===== config.mk =====
export PLATFORM = sky130hd
export DESIGN_NAME = crossbar_mem_slave
export DESIGN_NICKNAME = d
export VERILOG_FILES = /design/src/rtl/crossbar_pkg.sv /design/src/rtl/slave_regfile.sv /design/src/rtl/crossbar_mem_slave.sv
export SDC_FILE = /design/constraint.sdc
export NUM_CORES = 1
export LEC_CHECK = 0
export ABC_CLOCK_PERIOD_IN_PS = 5270
export CAP_MARGIN = 25
export CORE_MARGIN = 2
export CORE_UTILIZATION = 35
export CTS_CLUSTER_DIAMETER = 30
export DETAILED_ROUTE_END_ITERATION = 10
export HOLD_SLACK_MARGIN = 0.12
export PLACE_DENSITY_LB_ADDON = 0.05
export SETUP_SLACK_MARGIN = 0.05
export SLEW_MARGIN = 5
export SYNTH_ARGS = -nofsm -noshare
export SYNTH_HDL_FRONTEND = slang
export SYNTH_HIERARCHICAL = 1
export SYNTH_SLANG_ARGS = --single-unit

===== constraint.sdc =====
create_clock -name iClk -period 5.27 [get_ports iClk]
set_clock_uncertainty 0.15 [all_clocks]
set_input_delay 1.054 -clock iClk [delete_from_list [all_inputs] [get_ports iClk]]
set_output_delay 1.054 -clock iClk [all_outputs]
set_load 0.01 [all_outputs]

===== src/rtl/crossbar_pkg.sv =====
// Shared crossbar types: slave FSM state encoding and transfer command codes.
package crossbar_pkg;

  typedef enum logic [3:0] {
    INIT = 4'b0001,
    IDLE = 4'b0010,
    WAIT = 4'b0100,
    ACK  = 4'b1000
  } slave_state_t;

  localparam logic CMD_READ  = 1'b0;
  localparam logic CMD_WRITE = 1'b1;

endpackage


===== src/rtl/slave_regfile.sv =====
// Word register file for the crossbar slave: synchronous clear, one write port,
// combinational read port.
module slave_regfile #(
  parameter int pDataWidth = 32,
  parameter int pDepth     = 16
) (
  input  logic                      clk,
  input  logic                      clr,
  input  logic                      we,
  input  logic [$clog2(pDepth)-1:0] widx,
  input  logic [pDataWidth-1:0]     wdata,
  input  logic [$clog2(pDepth)-1:0] ridx,
  output logic [pDataWidth-1:0]     rdata
);

  logic [pDataWidth-1:0] mem [pDepth];

  always_ff @(posedge clk) begin
    if (clr) begin
      for (int i = 0; i < pDepth; i++) mem[i] <= '0;
    end else if (we) begin
      mem[widx] <= wdata;
    end
  end

  assign rdata = mem[ridx];

endmodule


===== src/rtl/crossbar_mem_slave.sv =====
// Crossbar slave endpoint: windowed word register file behind an init delay,
// optional wait states and an error response for out-of-window addresses.
//
// state | meaning
// INIT  | post-reset delay, requests ignored
// IDLE  | ready, captures the next request
// WAIT  | counting wait states on the captured request
// ACK   | one-cycle completion, write commits at end of cycle
module crossbar_mem_slave
  import crossbar_pkg::*;
#(
  parameter int                    pDataWidth  = 32,
  parameter int                    pAddrWidth  = 32,
  parameter int                    pDepth      = 16,
  parameter logic [pAddrWidth-1:0] pBaseAddr   = '0,
  parameter int                    pInit_Delay = 50,
  parameter int                    pWaitStates = 0,
  parameter logic [31:0]           pErrData    = 32'hDEAD_BEEF
) (
  input  logic                  iClk,
  input  logic                  iRst,
  input  logic                  slave_req,
  input  logic                  slave_cmd,
  input  logic [pAddrWidth-1:0] slave_addr,
  input  logic [pDataWidth-1:0] slave_wdata,
  output logic                  slave_ack,
  output logic                  slave_err,
  output logic [pDataWidth-1:0] slave_rdata,
  output logic                  slave_ready
);

  localparam int BPW       = pDataWidth / 8;
  localparam int BOFS      = $clog2(BPW);
  localparam int IW        = $clog2(pDepth);
  localparam int WIN_BYTES = pDepth * BPW;
  localparam int ICW       = $clog2(pInit_Delay + 1);
  localparam int WCW       = (pWaitStates > 0) ? $clog2(pWaitStates + 1) : 1;

  localparam logic [ICW-1:0]        INIT_LAST = ICW'(pInit_Delay - 1);
  localparam logic [WCW-1:0]        WAIT_LAST = WCW'((pWaitStates > 0) ? pWaitStates - 1 : 0);
  localparam logic [pDataWidth-1:0] ERR_DATA  = pDataWidth'(pErrData);
  localparam logic [pAddrWidth:0]   WIN_END   = (pAddrWidth + 1)'(WIN_BYTES);

  slave_state_t          state;
  logic [ICW-1:0]        init_cnt;
  logic [WCW-1:0]        wait_cnt;

  logic                  cmd_q;
  logic                  hit_q;
  logic [IW-1:0]         idx_q;
  logic [pDataWidth-1:0] wdata_q;

  logic [pAddrWidth-1:0] in_off;
  logic                  in_hit;
  logic [IW-1:0]         in_idx;

  logic                  cur_cmd;
  logic                  cur_hit;
  logic [IW-1:0]         cur_idx;
  logic                  enter_ack;

  logic                  rf_we;
  logic [pDataWidth-1:0] rf_rdata;

  // Unsigned wrap: addresses below the base land far above the window and miss.
  always_comb begin
    in_off = slave_addr - pBaseAddr;
    in_hit = ({1'b0, in_off} < WIN_END);
    in_idx = in_off[BOFS +: IW];
  end

  // With zero wait states the ack is produced on the capture edge itself, so the
  // completion path must see the live request rather than the captured copy.
  always_comb begin
    cur_cmd = cmd_q;
    cur_hit = hit_q;
    cur_idx = idx_q;
    if (state == IDLE) begin
      cur_cmd = slave_cmd;
      cur_hit = in_hit;
      cur_idx = in_idx;
    end
    enter_ack = ((state == IDLE) && slave_req && (pWaitStates == 0)) ||
                ((state == WAIT) && (wait_cnt == WAIT_LAST));
    rf_we     = (state == ACK) && (cmd_q == CMD_WRITE) && hit_q;
  end

  slave_regfile #(
    .pDataWidth (pDataWidth),
    .pDepth     (pDepth)
  ) u_regfile (
    .clk   (iClk),
    .clr   (iRst),
    .we    (rf_we),
    .widx  (idx_q),
    .wdata (wdata_q),
    .ridx  (cur_idx),
    .rdata (rf_rdata)
  );

  always_ff @(posedge iClk) begin
    if (iRst) begin
      state       <= INIT;
      init_cnt    <= '0;
      wait_cnt    <= '0;
      cmd_q       <= CMD_READ;
      hit_q       <= 1'b0;
      idx_q       <= '0;
      wdata_q     <= '0;
      slave_ack   <= 1'b0;
      slave_err   <= 1'b0;
      slave_rdata <= '0;
      slave_ready <= 1'b0;
    end else begin
      slave_ack <= 1'b0;
      slave_err <= 1'b0;

      case (state)
        INIT: begin
          if (init_cnt == INIT_LAST) begin
            state       <= IDLE;
            slave_ready <= 1'b1;
          end else begin
            init_cnt <= init_cnt + ICW'(1);
          end
        end
        IDLE: begin
          if (slave_req) begin
            cmd_q       <= slave_cmd;
            hit_q       <= in_hit;
            idx_q       <= in_idx;
            wdata_q     <= slave_wdata;
            slave_ready <= 1'b0;
            wait_cnt    <= '0;
            state       <= (pWaitStates == 0) ? ACK : WAIT;
          end
        end
        WAIT: begin
          if (wait_cnt == WAIT_LAST) state <= ACK;
          else                       wait_cnt <= wait_cnt + WCW'(1);
        end
        ACK: begin
          state       <= IDLE;
          slave_ready <= 1'b1;
        end
        default: begin
          state       <= INIT;
          init_cnt    <= '0;
          slave_ready <= 1'b0;
        end
      endcase

      if (enter_ack) begin
        slave_ack <= 1'b1;
        slave_err <= ~cur_hit;
        if (cur_cmd == CMD_READ) slave_rdata <= cur_hit ? rf_rdata : ERR_DATA;
      end
    end
  end

endmodule


==> out/metrics.yaml, run 1 <==
timing:
  fin_crit_sh: 0.758
  finalHoldViolCount: 0
  worst_pin_slew_ns: 1.02
  fin_tns_setup_ns: 0
  setup_viol: 0
  period_needed_ns: 3.99
  fmax_mhz: 250
  slew_headroom: 0.320
  rsz0062_at_grt: "false"
  drv_slew: 0
clocking:
  cts.sinks: 594
  cts_setup_buffers: 0
  cts_tree: "built"
  cts_hold_repair.buffers: 0
  path_clk_slew_ns: 0.04
  cts_resized: 0
  clk_latency_ns: 0.70
  cts_inserted_buffers: 148
  htreeDepth: 4
  cts_root_buf: "clkbuf_16"
  clockBufferDepth: 3
grt:
  grt_pass1_wl_um: 119000
  antenna_found_initial: 5
  globalRouteOverflowTotal: 0
  first_global_vias: 16886
  grt_usage: 0.217
  grt_start_max_net_pins: 67
critical_path:
  crit_path_end_kind: "register"
  required_ns: 5.65
  crit_fanout: 35
  crit_start: "state[1]"
  worstSetupPathType: "register to register"
  reg2reg_from: "state[1]"
  start_kind: "register"
  arrival_ns: 4.37
floorplan:
  initial_core_util: 0.354
  die_w_um: 278
  rows: 100
  core_um2: 74400
  die_area_um2: 77400
  io_pins: 103
  die_h_um: 278
yosys:
  avgSynthCellArea_um2: 14.6
  netlist.area_leader.share: 0.584
  synth_edf_count: 512
  synth_common_cells: "edfxtp_1 (512), and2_1 (482), mux4_2 (128)"
  synth_most_common_cell: "edfxtp_1"
  synthFlopType: "edfxtp_1"
  synth_area_leaders: "edfxtp_1 (58%), and2_1 (11%), mux4_2 (11%)"
  netlist_instances: 1803
  ys_ff_latch: 594
  yosysSeqAreaShare: 0.646
  synth_area_um2: 26300
  yosysTopAreaCell: "edfxtp_1"
  async_flop_share: 0
  yosysWarnings: 6
  synth_cell_types: 52
  syn_nets: 1873
power_and_ir_drop:
  p_per_area_nw_per_um2: 432
  ir_drop_mv: 0.266
  p_leak_uw: 0.0115
  power.total_uw: 14500
run_status:
  outcome: "complete, no violations"
cells_and_area:
  fin_cells: 3045
  postLayoutCellArea_um2: 33400
  nets: 2027
  syn2layout_area_growth_pct: 27.1
  drive_above_1_share: 0.248
  utilization: 0.449
  antenna_cells: 0
drt:
  drcViolationCount: 0
  viasPerCell: 5.17
  wire_per_inst_um: 27.0
  drt_first_pass_iters: 5
  final_antenna_net_count: 0
  vias: 15753
  drtIter0Drc: 1140
  routed_wl_um: 82200
placement:
  place_congestion: 0.711
  io_buffers: 100
  postPlaceCellArea_um2: 28600
  dp_cells: 2776
  place.detailed.hpwl_um: 46000
worst_hold_path:
  hold_class: "register to register"
  min_from: "cmd_q"
flow_run:
  cap_violations: 0
## registers in the layout (all words and copies together), names as in the netlist
signal and cells:
slave_err 1, slave_ack 1, wdata_q 32, slave_rdata 32, cmd_q 1, slave_ready 1, hit_q 1, u_regfile/mem 512
idx_q 4, init_cnt 6, state 3
## worst max-delay path, cell delays in order (launching register included)
cell	delay, ns
dfxtp_1	0.54
nand2b_1	0.14
nor2_1	0.54
mux2_8	0.63
buf_4	0.52
mux4_2	0.56
a22oi_1	0.18
nand2_1	0.11
nor4_1	0.32
nor3_1	0.08
## report_power, final
group          total (uW)  internal [uW]  switching [uW]
Clock                8750           6030            2720
Sequential           5370           5310            52.1
Combinational         340            137             203
## layout by cell type, fill, tap and decap left out, types with 16 or more instances in the layout
cell | netlist | final
nor3_1 | 28 | 26
nor4_2 | 23 | 23
clkinv_1 | 0 | 17
mux4_2 | 128 | 128
clkbuf_16 | 0 | 155
buf_4 | 3 | 57
clkinv_2 | 0 | 27
edfxtp_1 | 512 | 512
a22oi_1 | 65 | 65
and2_2 | 32 | 33
a21oi_1 | 39 | 39
clkbuf_8 | 0 | 17
nand2_1 | 110 | 110
or2_2 | 16 | 16
nor2_1 | 45 | 35
and2_1 | 482 | 481
clkdlybuf4s50_1 | 0 | 99
dfxtp_1 | 82 | 82
clkbuf_1 | 113 | 30
## per-layer routing
layer  GRT usage  share of wire  vias up
met3      0.0430          0.058      126
met4      0.0737          0.020        0
met1       0.282           0.43     8135
li1            -              -     6983
met5           0              0        -
met2       0.362           0.49      509
## through the flow
stage | setup slack (ns) | hold slack [ns]
detailed placement | 0.982 | 0.301
global placement | 0.987 | 0.295
CTS | 1.16 | 0.307
finish | 1.28 | 0.306
floorplan | 2.28 | 0.282
global route | 0.895 | 0.321
## cell families (layout without fill, tap and decap cells)
logic type / after synthesis / count (layout) / share of synthesized area
and+or+nand+nor: 783 / 783 / 0.181
DFF: 594 / 594 / 0.646
buffers and inverters: 160 / 433 / 0.0255
muxes: 134 / 134 / 0.112
AOI/OAI and AO/OA: 125 / 125 / 0.0328
xor gates and xnor gates: 5 / 5 / 0.00166
adders and majority gates: 2 / 2 / 0.000951
## path summary, 6_finish.rpt
kind	end	slack, ns	cells past startpoint
min	cmd_q	0.31	2
max	slave_rdata[25]	1.28	9
max reg2reg	slave_rdata[25]	1.28	9
min reg2reg	cmd_q	0.31	2
## area by class of cell
cell class	count	area [um^2]
flip-flops and latches	594	17000
fillers	6623	41000
inverters	3	11.3
repair buffers	161	1520
clock buffers	202	4230
multi-input cells	1049	8800
well taps	969	1210
clock inverters	67	663
(Power assumes the default switching activity.)
==> run 2: changes to the inputs <==
--- a/config.mk
+++ b/config.mk
@@ -5,7 +5,7 @@
 export SDC_FILE = /design/constraint.sdc
 export NUM_CORES = 1
 export LEC_CHECK = 0
-export ABC_CLOCK_PERIOD_IN_PS = 5270
+export ABC_CLOCK_PERIOD_IN_PS = 3800
 export CAP_MARGIN = 25
 export CORE_MARGIN = 2
 export CORE_UTILIZATION = 35
==> constraint.sdc (replaced) <==
create_clock -name iClk -period 3.8 [get_ports iClk]
set_clock_uncertainty 0.15 [all_clocks]
set_input_delay 0.76 -clock iClk [delete_from_list [all_inputs] [get_ports iClk]]
set_output_delay 0.76 -clock iClk [all_outputs]
set_load 0.01 [all_outputs]
==> out/metrics.yaml, run 2 (synthesis gave the netlist of run 1 again) <==
run_status:
  outcome: "complete, no violations"
placement:
  dp_cells: 2837  # +2.2%
  io_buffers: 100  # unchanged
  place_congestion: 0.736  # +3.5%
  place.detailed.hpwl_um: 49100  # +6.6%
  place_ws_ns: 0.181  # -0.801 ns
power_and_ir_drop:
  p_leak_uw: 0.0120  # +4.0%
  ir_drop_mv: 0.353  # +33%
  p_per_area_nw_per_um2: 603  # +40%
grt:
  first_global_vias: 17154  # +1.6%
  grt_usage: 0.221  # +0.00384
  grt_pass1_wl_um: 121000  # +2.0%
  antenna_found_initial: 3  # -2
  globalRouteOverflowTotal: 0  # unchanged
  grt_start_max_net_pins: 43  # -36%
timing:
  worst_pin_slew_ns: 0.717  # -0.304 ns
  fin_crit_sh: 0.853  # +0.0950
  setup_viol: 0  # unchanged
  slew_headroom: 0.521  # +0.202
  setup_ws_ns: 0.560  # -0.717 ns
  rsz0062_at_grt: "false"
  fin_tns_setup_ns: 0  # unchanged
  finalHoldViolCount: 0  # unchanged
  fmax_mhz: 309  # +23%
  drv_slew: 0  # unchanged
  hold_ws_ns: 0.321  # +0.0158 ns
  period_needed_ns: 3.24  # -0.753 ns
drt:
  wire_per_inst_um: 26.8  # -0.76%
  vias: 16030  # +1.8%
  final_antenna_net_count: 0  # unchanged
  routed_wl_um: 83300  # +1.3%
  viasPerCell: 5.16  # -0.34%
  drt_first_pass_iters: 5  # unchanged
  drcViolationCount: 0  # unchanged
  drtIter0Drc: 1251  # +9.7%
cells_and_area:
  final_cell_mix: "edfxtp_1 (512), and2_1 (481), clkbuf_16 (152)"
  register_area_um2: 17000  # unchanged
  syn2layout_area_growth_pct: 30.1
  reg_top3: "u_regfile/mem (512), slave_rdata (32), wdata_q (32)"
  registers.top_by_ff_count: "u_regfile/mem"
  nets: 2087  # +3.0%
  multi_input_area_um2: 8800  # unchanged
  largest_reg_flops: 512  # unchanged
  n_fill_cell: 6522  # -1.5%
  final_common_cell: "edfxtp_1"
  antenna_cells: 0  # unchanged
  fin_cells: 3109  # +2.1%
  drive_above_1_share: 0.273  # +0.0248
clocking:
  htreeDepth: 4  # unchanged
  cts_resized: 0  # unchanged
  clockBufferDepth: 3  # unchanged
  clk_latency_ns: 0.70  # about the same
  path_clk_slew_ns: 0.04  # about the same
  cts_tree: "built"
  cts_hold_repair.buffers: 0  # unchanged
  cts_inserted_buffers: 147  # -0.68%
  cts.sinks: 594  # unchanged
  cts_root_buf: "clkbuf_16"
  cts_setup_buffers: 0  # unchanged
floorplan:
  die_area_um2: 77400  # unchanged
  io_pins: 103  # unchanged
  rows: 100  # unchanged
  core_um2: 74400  # unchanged
  initial_core_util: 0.354  # unchanged
  die_h_um: 278  # unchanged
  die_w_um: 278  # unchanged
critical_path:
  crit_path_end_kind: "register"
  crit_fanout: 22  # -37%
  required_ns: 4.21  # -1.44 ns
  start_kind: "register"
  worstSetupPathType: "register to register"
  arrival_ns: 3.65  # -0.72 ns
flow_run:
  cap_violations: 0  # unchanged
worst_hold_path:
  hold_class: "register to register"
## run 2: changes by cell type in the layout (fill, tap and decap cells not counted), moves of 2 or more
cell | previous run | this run
inv_6 | 2 | 4
clkinv_2 | 27 | 30
clkbuf_8 | 17 | 10
buf_12 | 5 | 17
clkinv_1 | 17 | 13
buf_4 | 57 | 106
bufinv_16 | 10 | 22
clkbuf_16 | 155 | 152
## run 2: report_power, final
part           total [uW]  switching (uW)  leakage (uW)  internal [uW]
combinational         493             284       0.00396            209
clock               12700            3800       0.00249           8930
sequential           7440            73.3       0.00552           7370
total               20700            4160        0.0120          16500
## run 2: layout make-up
cell class,instances,area share
clock buffers,191,0.118
clock inverters,81,0.0303
inverters,3,0.000329
multi-input cells,1049,0.257
flip-flops and latches,594,0.497
well taps,969,0.0354
repair buffers,222,0.0621
## run 2: critical path: stages, from the launching register on
cell and delay, ns:
dfxtp_1 0.54, nor2_1 0.10, buf_4 0.19, mux2_8 0.37, buf_12 0.24, buf_12 0.19, mux4_2 0.50, a22oi_1 0.27
nand2_1 0.10, nor4_2 0.35, nor3_1 0.08
## run 2: path summary, 6_finish.rpt
path / from / end / slack (ns) / cells past startpoint
max reg2reg: state[3] / slave_rdata[7] / 0.56 / 10
max: state[3] / slave_rdata[7] / 0.56 / 10
min reg2reg: cmd_q / cmd_q / 0.32 / 2
min: cmd_q / cmd_q / 0.32 / 2
## run 2: per-layer routing
| metal | wire, um | part of all wire | GRT usage | up-vias |
|---|---|---|---|---|
| met5 | 0 | 0 | 0 | - |
| met1 | 36000 | 0.43 | 0.290 | 8341 |
| met3 | 4810 | 0.058 | 0.0500 | 110 |
| met2 | 41100 | 0.49 | 0.368 | 472 |
| met4 | 1330 | 0.016 | 0.0582 | 0 |
| li1 | - | - | - | 7107 |
## run 2: metrics by stage
step / util / total power, uW / instance area (um^2)
2_1_floorplan: - / 7750 / 26300
3_3_place_gp: 0.392 / 8040 / 29200
3_5_place_dp: 0.392 / 8050 / 29200
4_1_cts: 0.460 / 20900 / 34300
5_1_grt: 0.460 / 21300 / 34300
6_report: 0.460 / 20700 / 34300
